==> config.mk <==
export PLATFORM = sky130hd
export DESIGN_NAME = aes_start_gen
export DESIGN_NICKNAME = d
export VERILOG_FILES = /design/src/rtl/aes_start_gen.sv
export SDC_FILE = /design/constraint.sdc
export NUM_CORES = 1
export LEC_CHECK = 0
export CORE_ASPECT_RATIO = 1.25
export CORE_MARGIN = 10
export CORE_UTILIZATION = 50
export CTS_BUF_LIST = sky130_fd_sc_hd__clkbuf_16
export CTS_CLUSTER_SIZE = 20
export DETAILED_ROUTE_END_ITERATION = 10
export PLACE_DENSITY = 0.78
export SETUP_SLACK_MARGIN = 0.02
export SLEW_MARGIN = 10
export SYNTH_ARGS = -nofsm -noshare
export SYNTH_HDL_FRONTEND = slang
export SYNTH_SLANG_ARGS = --single-unit
==> constraint.sdc <==
create_clock -name clk_i -period 7.05 [get_ports clk_i]
set_clock_uncertainty 0.15 [all_clocks]
set_input_delay 0.705 -clock clk_i [delete_from_list [all_inputs] [get_ports clk_i]]
set_output_delay 0.705 -clock clk_i [all_outputs]
set_load 0.01 [all_outputs]
==> src/rtl/aes_start_gen.sv <==
// Start/done handshake initiator for the AES core: drives a level start, measures
// cycles until done rises and returns the latency via valid/ready. Optional timeout: AES_START_GEN_TIMEOUT_EN.
module aes_start_gen #(
  parameter int unsigned CNT_W = 32
) (
  input  logic             clk_i,
  input  logic             rst_i,
  input  logic             req_i,
  output logic             req_ready_o,
  output logic             start_o,
  input  logic             done_i,
  output logic             resp_valid_o,
  input  logic             resp_ready_i,
  output logic [CNT_W-1:0] latency_o,
  output logic             timeout_o,
  input  logic [CNT_W-1:0] timeout_i,
  output logic             busy_o
);

  typedef enum logic [1:0] {IDLE, BUSY, RESP, DRAIN} state_t;

  state_t           state;
  logic             done_q;
  logic [CNT_W-1:0] cnt;
  logic [CNT_W-1:0] latency_q;
  logic             timeout_q;
  logic             resp_valid_q;
  logic             rise;
  logic             tmo_fire;

  assign rise = done_i & ~done_q;

`ifdef AES_START_GEN_TIMEOUT_EN
  assign tmo_fire = (timeout_i != '0) && (cnt == timeout_i - CNT_W'(1)) && !rise;
`else
  logic timeout_unused;
  assign timeout_unused = ^timeout_i;
  assign tmo_fire       = 1'b0;
`endif

  always_ff @(posedge clk_i or posedge rst_i) begin
    if (rst_i) begin
      state        <= IDLE;
      done_q       <= 1'b0;
      cnt          <= '0;
      latency_q    <= '0;
      timeout_q    <= 1'b0;
      resp_valid_q <= 1'b0;
    end else begin
      done_q <= done_i;
      case (state)
        IDLE: begin
          if (req_i && !done_i) begin
            cnt   <= '0;
            state <= BUSY;
          end
        end
        BUSY: begin
          if (cnt != '1) cnt <= cnt + CNT_W'(1);
          // rise has priority over a timeout landing in the same cycle
          if (rise) begin
            latency_q    <= cnt;
            timeout_q    <= 1'b0;
            resp_valid_q <= 1'b1;
            state        <= RESP;
          end else if (tmo_fire) begin
            latency_q    <= cnt;
            timeout_q    <= 1'b1;
            resp_valid_q <= 1'b1;
            state        <= RESP;
          end
        end
        RESP: begin
          if (resp_ready_i) begin
            resp_valid_q <= 1'b0;
            state        <= DRAIN;
          end
        end
        DRAIN: begin
          if (!done_i) state <= IDLE;
        end
        default: state <= IDLE;
      endcase
    end
  end

  // Reset gating keeps ready low while rst_i is held, even with the state already IDLE.
  assign req_ready_o  = (state == IDLE) & ~done_i & ~rst_i;
  assign start_o      = (state == BUSY);
  assign busy_o       = (state != IDLE);
  assign resp_valid_o = resp_valid_q;
  assign latency_o    = latency_q;
  assign timeout_o    = timeout_q;

endmodule
==> summary.txt, run 1 <==
Pwr
  – Power Density: 279.7 nW/um^2
  – Sequential share of power: 38.0%
  – Sw frac: 34.87%
  – Switch Pwr: 417.4 uW
  – Clk pwr share: between 30% and 40%
  – Internal power: between 700 and 800 uW
  – Leak: between 0.0015 and 0.002 uW
  – Logic gate share of total power: a little under a third
  – VDD IR-drop max: a little over 0.0003 V

Route
  – Vias: 2977
  – Initial drt markers: between 200 and 250
  – Final wirelength: around 8900 um
  – Routed Antenna Nets: 0
  – DRC: 0
  – Avg WL per Cell: between 15 and 20 um
  – Vias/cell: 6.126
  – DRT Pass-1 Iters: 5

GRT
  – Initial antenna violation count: 0
  – Grt ovf: 0
  – Global Route Usage Sum: roughly 17%
  – Number of global-route vias before repair: just under 3000
  – Largest net degree at the start of global routing: between 60 and 70
  – First-pass GRT wire length: roughly 15000 um

Hold path
  – Hold depth: 2
  – Hold Path Origin: latency_o[13]$_DFFE_PP0P_
  – Worst Hold Class: reg -> reg

CTS
  – Cell chosen for the clock root: clkbuf_16
  – Htree depth: 3
  – Post-CTS Setup Inserts: 0
  – CTS sink cnt: between 60 and 70
  – CTS tree: done
  – Post_cts resized: 0
  – Skew-Pair Late Insertion Delay: 330 ps
  – Clk slew on worst S/H paths: roughly 50 ps
  – CTS Buf Count: 9
  – Hold_buf cts: 0
  – CTS Buffer Depth: 2

Synthesis
  – Post-synth EDFFs: 0
  – Yosys reg bits: 68
  – Ys Warns: 0
  – Mapped Area: approximately 3600 sq um
  – Seq/Total Area, Yosys: a little under half
  – Top_reg_cell synth: dfrtp_1
  – Mean post-synth cell area: between 9 and 10 sq um
  – Syn nets: between 400 and 500
  – Count of cell types in the netlist: 52
  – Cells after synthesis: between 300 and 400
  – Async S/R FF share, synth: 100.0%

Finish
  – Fill cells: slightly below 600
  – Layout Nets: ~440
  – P&R area growth vs syn: 18.29%
  – Most common cell after layout, fill and taps aside: dfrtp_1
  – N_diodes: 0
  – Multi-input logic area: 1753 sq um
  – Seq. cell area: roughly 1700 sq um
  – Layout Cells excl Fill: approximately 490
  – Commonest non-fill, non-tap cells in the layout: dfrtp_1 (68), clkdlybuf4s50_1 (40), nand2_1 (35)
  – Share of cells above drive strength 1: roughly 12%

Worst setup path
  – CP Cell Sequence: inv_1, ha_1, inv_1, nor4_4, or2_1, o21ai_0
  – Worst Setup Start Kind: flip-flop
  – Crit-path leading delay family: simple AND/OR/NAND/NOR gates
  – Reg2reg path depth: 6
  – Worst r2r src: state[1]$_DFFE_PP0P_
  – Crit path kind: reg -> reg
  – CP required: 7090 ps
  – WP buf/inv: 2
  – Instance count on the critical path: 6
  – Critical path fanouts, max: 24
  – Max stage delay cell, worst path: ha_1
  – Data arrival, critical path: around 3300 ps
  – Critical Path Start: state[1]$_DFFE_PP0P_
  – Critical Path Most Common Cell: inv_1
  – Endpoint class of the critical path: flip-flop
  – CP max stage delay: 800 ps

Timing
  – Final min period: 3267 ps
  – Highest clock rate: between 300 and 400 MHz
  – Relative slew slack: between 30% and 40%
  – Fin. max-slew vios: 0
  – Hold Fails Final Rpt: 0
  – RSZ-0062 raised after global routing: false
  – Slew @ Worst Pin: about 980 ps
  – Fin Setup TNS: 0 ps
  – Crit share post-route: 46.34%
  – Setup-failing EPs final: 0

Place
  – Buffers on Ports: 40
  – Gpl congestion: between 0.9 and 1
  – Total placed cells including tap cells: roughly 470
  – Final HPWL DP: between 6000 and 7000 um

Run status
  – Status: finished, final reports clean

Floorplanning
  – Ports: 74
  – Row cnt: 34
  – DIE AREA: ~11000 sq um
  – DIE HEIGHT: roughly 120 um
  – Core area: 7019 sq um
  – Die width: slightly below 100 um
  – Initial Utilization: around 52%

Job
  – # Max-Cap Violations: 0
metal layers:
metal  global-route usage [%]  part of all wire, %  up-vias
met5                        0                    0        -
met4                    8.177                  3.3        0
li1                         -                    -     1423
met1                    20.41                   41     1436
met3                    4.044                  6.1       20
met2                    27.01                   49       98
per-stage QoR:
stage          total power [uW]  utilization [%]  cell area, sq um  hold WS [ps]  setup slack, ps
6_report                   1197            60.98              4280         329.7             3783
5_1_grt                    1264            60.98              4280         359.7             3635
4_1_cts                    1206            60.98              4280         338.8             3859
3_5_place_dp              826.2            57.49              4035         327.5             3876
3_3_place_gp              816.1            57.49              4035         315.7             3910
2_1_floorplan             697.7                -              3618         340.3             4483
cell type report:
cell class | instances | area share [%]
clock buffers | 9 | 5.262
clock inverters | 4 | 0.4677
inverters | 14 | 1.228
multi-input cells | 259 | 40.95
flip-flops and latches | 68 | 39.75
well taps | 90 | 2.631
repair buffers | 42 | 9.705
synth_stat cells, types with 2 or more instances:
cell type / number / area share (%)
buf_4: 2 / 0.41
or3_2: 2 / 0.41
o311ai_0: 5 / 1.2
clkbuf_1: 16 / 1.7
a41oi_1: 2 / 0.48
and3_1: 6 / 1.0
or3_1: 6 / 1.0
a211oi_1: 4 / 0.83
nor4_1: 8 / 1.4
nor2b_1: 3 / 0.52
buf_2: 5 / 0.69
and2_1: 2 / 0.35
or4_1: 3 / 0.62
mux2_2: 27 / 8.4
inv_1: 14 / 1.5
nor2_1: 12 / 1.2
o41ai_1: 5 / 1.2
o2bb2ai_1: 3 / 0.73
nand3_1: 17 / 2.4
a211o_1: 2 / 0.48
nand2_1: 35 / 3.6
nor3_1: 14 / 1.9
nand4_1: 10 / 1.7
o211ai_1: 2 / 0.41
a21o_1: 6 / 1.2
a21oi_1: 16 / 2.2
o22ai_1: 3 / 0.52
nand2b_1: 4 / 0.69
o21ai_0: 17 / 2.4
ha_1: 6 / 2.1
and4_1: 3 / 0.73
mux2i_1: 5 / 1.4
a31oi_1: 3 / 0.52
o31ai_1: 12 / 2.5
dfrtp_1: 68 / 47
registers in the layout (all words and copies together) (netlist names):
name / count
state: 2
resp_valid_o: 1
done_q: 1
cnt: 32
latency_o: 32
worst min-delay path, cell delays in order (launching register included):
cell and delay, ps:
dfrtp_1 340, nand2_1 40, o21ai_0 60
cells by family (layout without fill, tap and decap cells):
logic type / count (synthesis) / count (layout) / synth area share (%)
multiplexers: 32 / 32 / 9.786
adder cells (fa/ha/maj): 6 / 6 / 2.075
AND/OR/NAND/NOR: 132 / 132 / 19.95
XOR/XNOR: 1 / 1 / 0.2421
other: 1 / 1 / 0.1036
AO/OA/AOI/OAI: 87 / 87 / 16.29
flip-flops: 68 / 68 / 47.03
buffers and inverters: 38 / 69 / 4.530
worst paths after layout:
kind,to,slack (ps)
min in group asynchronous,cnt[25]$_DFFE_PP0P_,810
worst max register to register,cnt[1]$_DFFE_PP0P_,3780
worst min-delay path,latency_o[13]$_DFFE_PP0P_,330
max in group asynchronous,done_q$_DFF_PP0_,5360
worst max-delay path,cnt[1]$_DFFE_PP0P_,3780
worst min register to register,latency_o[13]$_DFFE_PP0P_,330
power groups by stage:
stage                     combinational (uW)  clock, uW  sequential, uW
after global placement                   357          0             459
after floorplan                          240          0             458
after detailed placement                 365          0             461
after CTS                                366        385             455
after global routing                     404        399             461
final                                    365        377             455
Note: power is estimated with default switching activity, not from simulation.
==> run 2: changes to the inputs <==
- CORE_UTILIZATION: 50 -> 47
- PLACE_DENSITY: 0.78 -> 0.77
- clock period: 7.05 -> 2.7 ns (I/O delays scaled with it)
==> run 2 against run 1 <==
Register-to-register slack lost 3600 ps. Highest routed layer unchanged. Critical endpoint unchanged. Clock power grew to 3.6 times the previous value. Maximum frequency grew 30%.
==> summary.txt, run 2 (synthesis results as in run 1) <==
Worst setup path
  – Reg2reg path depth: 5
  – CP Cell Sequence: nand4_4, or3_2, nor4_4, or2_1, o21ai_0
  – WP buf/inv: 0
  – CP required: roughly 2700 ps
  – CP max stage delay: 590 ps
  – Worst Setup Start Kind: flip-flop
  – Critical path fanouts, max: 9
  – Crit-path leading delay family: simple AND/OR/NAND/NOR gates
  – Data arrival, critical path: roughly 2600 ps
  – Crit path kind: reg -> reg
  – Endpoint class of the critical path: flip-flop
  – Max stage delay cell, worst path: or3_2
  – Worst r2r src: cnt[8]$_DFFE_PP0P_
  – R2R Setup Slk: 190 ps
  – Reg2reg end: cnt[1]$_DFFE_PP0P_

Floorplanning
  – DIE HEIGHT: between 100 and 150 um
  – Row cnt: 35
  – Ports: 74
  – Initial Utilization: 48.61%
  – Die width: just under 100 um
  – DIE AREA: between 10000 and 15000 sq um
  – Core area: roughly 7400 sq um

Finish
  – Seq. cell area: roughly 1700 sq um
  – Commonest non-fill, non-tap cells in the layout: dfrtp_1 (67), clkdlybuf4s50_1 (40), nand2_1 (35)
  – Layout Nets: between 400 and 500
  – Core Util, Final: between 60% and 70%
  – Fill cells: 634
  – Share of cells above drive strength 1: between 15 and 20%
  – Post-route cell area: between 4000 and 5000 sq um
  – Multi-input logic area: approximately 1800 sq um
  – N_diodes: 0
  – P&R area growth vs syn: 24.27%
  – Most common cell after layout, fill and taps aside: dfrtp_1
  – Layout Cells excl Fill: between 500 and 600

Hold path
  – Worst Hold Class: in -> async

Timing
  – RSZ-0062 raised after global routing: false
  – Slew @ Worst Pin: between 800 and 900 ps
  – Fin Setup TNS: 0 ps
  – Hold Fails Final Rpt: 0
  – Fin. max-slew vios: 0
  – Highest clock rate: roughly 400 MHz
  – Setup-failing EPs final: 0
  – Crit share post-route: 93.01%
  – Final min period: approximately 2500 ps
  – Worst hold margin: approximately 96 ps
  – Relative slew slack: 46.63%

Route
  – Vias/cell: a little over 6
  – DRT Pass-1 Iters: 5
  – DRC: 0
  – Final wirelength: 9458 um
  – Avg WL per Cell: about 19 um
  – Vias: 3115
  – Routed Antenna Nets: 0
  – Initial drt markers: between 200 and 250

CTS
  – Post_cts resized: 0
  – Hold_buf cts: 0
  – Post-CTS Setup Inserts: 0
  – CTS Buf Count: 9
  – Htree depth: 3
  – Clk slew on worst S/H paths: ~60 ps
  – Cell chosen for the clock root: clkbuf_16
  – CTS sink cnt: 68
  – CTS Buffer Depth: 2
  – CTS tree: done
  – Skew-Pair Late Insertion Delay: around 330 ps

Pwr
  – Power Density: a little under 800 nW/um^2
  – Leak: around 0.0019 uW
  – VDD IR-drop max: between 0.0006 and 0.0007 V

GRT
  – Initial antenna violation count: 0
  – Largest net degree at the start of global routing: 40
  – Global Route Usage Sum: between 10% and 20%
  – Number of global-route vias before repair: approximately 3200
  – First-pass GRT wire length: about 16000 um
  – Grt ovf: 0

Run status
  – Status: finished, final reports clean

Place
  – Buffers on Ports: 40
  – Total placed cells including tap cells: between 400 and 500
  – DP Area: ~4100 sq um
  – Gpl congestion: roughly 0.91
  – Final HPWL DP: about 6800 um

Job
  – # Max-Cap Violations: 0
-- run 2: changes by cell type in the layout (fill, tap and decap cells not counted), sizes merged --
cell      change
buf          +13
bufinv        +3
clkinv        -1
clkinvlp      +1
-- run 2: where the power goes --
group / internal, uW / switching (uW) / leakage [uW]
clock: 898 / 445 / 0.000161
sequential: 1110 / 67.3 / 0.000937
combinational: 390 / 669 / 0.000829
total: 2390 / 1180 / 0.00193
-- run 2: worst max-delay path by stage --
| stage | from | endpoint | slack (ps) | depth (start not counted) |
|---|---|---|---|---|
| after CTS | cnt[7]$_DFFE_PP0P_ | cnt[18]$_DFFE_PP0P_ | 80 | 5 |
| after global routing | cnt[8]$_DFFE_PP0P_ | cnt[1]$_DFFE_PP0P_ | 50 | 5 |
| after detailed placement | cnt[7]$_DFFE_PP0P_ | cnt[18]$_DFFE_PP0P_ | 120 | 5 |
| after floorplan | cnt[5]$_DFFE_PP0P_ | cnt[1]$_DFFE_PP0P_ | 460 | 8 |
| after global placement | cnt[7]$_DFFE_PP0P_ | cnt[9]$_DFFE_PP0P_ | 200 | 5 |
| final | cnt[8]$_DFFE_PP0P_ | cnt[1]$_DFFE_PP0P_ | 190 | 5 |
-- run 2: through the flow --
stage          total power [uW]  worst slack [ps]
2_1_floorplan              1822             464.9
4_1_cts                    3585             84.99
3_5_place_dp               2235             117.8
5_1_grt                    3774             47.52
3_3_place_gp               2199             196.1
6_report                   3576             188.7
-- run 2: layer usage --
| metal | global-route usage [%] | wire length, um |
|---|---|---|
| met4 | 6.732 | 250 |
| met3 | 5.872 | 703 |
| met1 | 18.50 | 3688 |
| met5 | 0 | 0 |
| met2 | 28.06 | 4815 |
-- run 2: layout make-up --
class	instances	area share, %
Tap cell	92	2.560
Clock inverter	7	2.560
Sequential cell	68	37.87
Timing Repair Buffer	55	11.69
Inverter	14	1.169
Clock buffer	9	5.008
Multi-Input combinational cell	259	39.15
==> run 3: changes to the inputs <==
- GPL_TIMING_DRIVEN: unset -> 0
- SKIP_CTS_REPAIR_TIMING: unset -> 1
==> run 3 against run 2 <==
Setup slack worse by 28 ps. Sequential cell count stayed put. Sequential share of layout area is 0.14 points higher.
==> summary.txt, run 3 (synthesis results as in run 1) <==
Route
  – Initial drt markers: 241
  – DRC: 0
  – Vias: ~3100
  – Vias/cell: ~6.1
  – Avg WL per Cell: around 19 um
  – DRT Pass-1 Iters: 5
  – Final wirelength: between 9000 and 10000 um
  – Routed Antenna Nets: 0

GRT
  – First-pass GRT wire length: about 16000 um
  – Global Route Usage Sum: 17.05%
  – Largest net degree at the start of global routing: 38
  – Grt ovf: 0
  – Initial antenna violation count: 0
  – Number of global-route vias before repair: between 3000 and 4000

Pwr
  – Leak: 0.001914 uW
  – VDD IR-drop max: around 0.00053 V
  – Final Power: between 3000 and 4000 uW
  – Power Density: approximately 760 nW/um^2

Floorplanning
  – Row cnt: 35
  – DIE AREA: ~12000 sq um
  – Ports: 74
  – Core area: 7445 sq um
  – DIE HEIGHT: around 120 um
  – Die width: 98.48 um
  – Initial Utilization: about half

Finish
  – Share of cells above drive strength 1: roughly 16%
  – N_diodes: 0
  – Commonest non-fill, non-tap cells in the layout: dfrtp_1 (68), clkdlybuf4s50_1 (40), nand2_1 (35)
  – P&R area growth vs syn: 23.72%
  – Most common cell after layout, fill and taps aside: dfrtp_1
  – Fill cells: around 650
  – Post-route cell area: around 4500 sq um
  – Layout Nets: 462

Timing
  – RSZ-0062 raised after global routing: false
  – Fin Setup TNS: 0 ps
  – Hold Fails Final Rpt: 0
  – Final min period: 2539 ps
  – Slew @ Worst Pin: 804.9 ps
  – Relative slew slack: between 40% and 50%
  – Fin. max-slew vios: 0
  – Crit share post-route: between 90 and 100%
  – Highest clock rate: 393.9 MHz
  – Setup-failing EPs final: 0

Worst setup path
  – Critical path fanouts, max: 9
  – R2R Setup Slk: ~160 ps
  – Worst r2r src: cnt[8]$_DFFE_PP0P_
  – Crit path kind: reg -> reg
  – Reg2reg end: cnt[23]$_DFFE_PP0P_
  – Data arrival, critical path: 2580 ps
  – Reg2reg path depth: 7
  – CP required: about 2700 ps
  – Endpoint class of the critical path: flip-flop
  – Worst Setup Start Kind: flip-flop

Place
  – DP Area: just over 4000 sq um
  – Buffers on Ports: 40
  – Gpl congestion: approximately 0.93
  – Final HPWL DP: roughly 7200 um

CTS
  – Skew-Pair Late Insertion Delay: ~330 ps
  – Clk slew on worst S/H paths: ~60 ps
  – CTS sink cnt: 68
  – CTS Buffer Depth: 2
  – CTS tree: done
  – Htree depth: 3
  – CTS Buf Count: 9
  – Cell chosen for the clock root: clkbuf_16

Hold path
  – Worst Hold Class: in -> async

Job
  – # Max-Cap Violations: 0

Run status
  – Status: finished, final reports clean
[run 3: layout make-up]
type                    instances  area, sq um  area share (%)
plain buffers                  23        110.1           2.459
clock buffers                   9        225.2           5.031
clock inverters                 7        58.81           1.314
inverters                      14        55.05           1.230
multi-input cells             259         1768           39.49
flip-flops and latches         68         1702           38.01
well taps                      92        115.1           2.571
repair buffers                 44        442.9           9.894
[run 3: through the flow]
stage	setup slack, ps	hold slack, ps	util [%]	cells
finish	161.1	168.5	60.13	516
global route	21.85	219.5	60.13	516
CTS	-181.7	180.4	59.65	514
detailed placement	-160.1	325.1	55.83	498
global placement	-563.6	317.6	55.53	497
floorplan	464.9	151.4	-	365
[run 3: critical path, stage by stage, from the launching register on]
cell and delay, ps:
dfrtp_1 490, nand4_4 230, or4_1 510, buf_2 170, or3_1 360, buf_6 150
nand2_2 210, o31ai_1 130
[run 3: layer usage]
metal / wire (um) / global-route usage (%)
met1: 4184 / 20.84
met2: 4983 / 28.19
met3: 618 / 4.698
met4: 208 / 5.476
met5: 0 / 0
[run 3: worst max-delay path by stage]
stage                                          end                 start  slack (ps)  depth (start not counted)
after floorplan                 cnt[1]$_DFFE_PP0P_    cnt[5]$_DFFE_PP0P_         460                          8
after global routing            cnt[1]$_DFFE_PP0P_    cnt[0]$_DFFE_PP0P_          20                          8
after CTS                       cnt[7]$_DFFE_PP0P_  state[1]$_DFFE_PP0P_        -180                          7
final                          cnt[23]$_DFFE_PP0P_    cnt[8]$_DFFE_PP0P_         160                          7
after detailed placement        cnt[7]$_DFFE_PP0P_  state[1]$_DFFE_PP0P_        -160                          7
after global placement    latency_o[3]$_DFFE_PP0P_                 rst_i        -560                          2
[run 3: power breakdown]
part / switching [uW] / total, uW / internal (uW)
Clock: 428 / 1130 / 701
Sequential: 60.2 / 1170 / 1110
Combinational: 724 / 1100 / 375
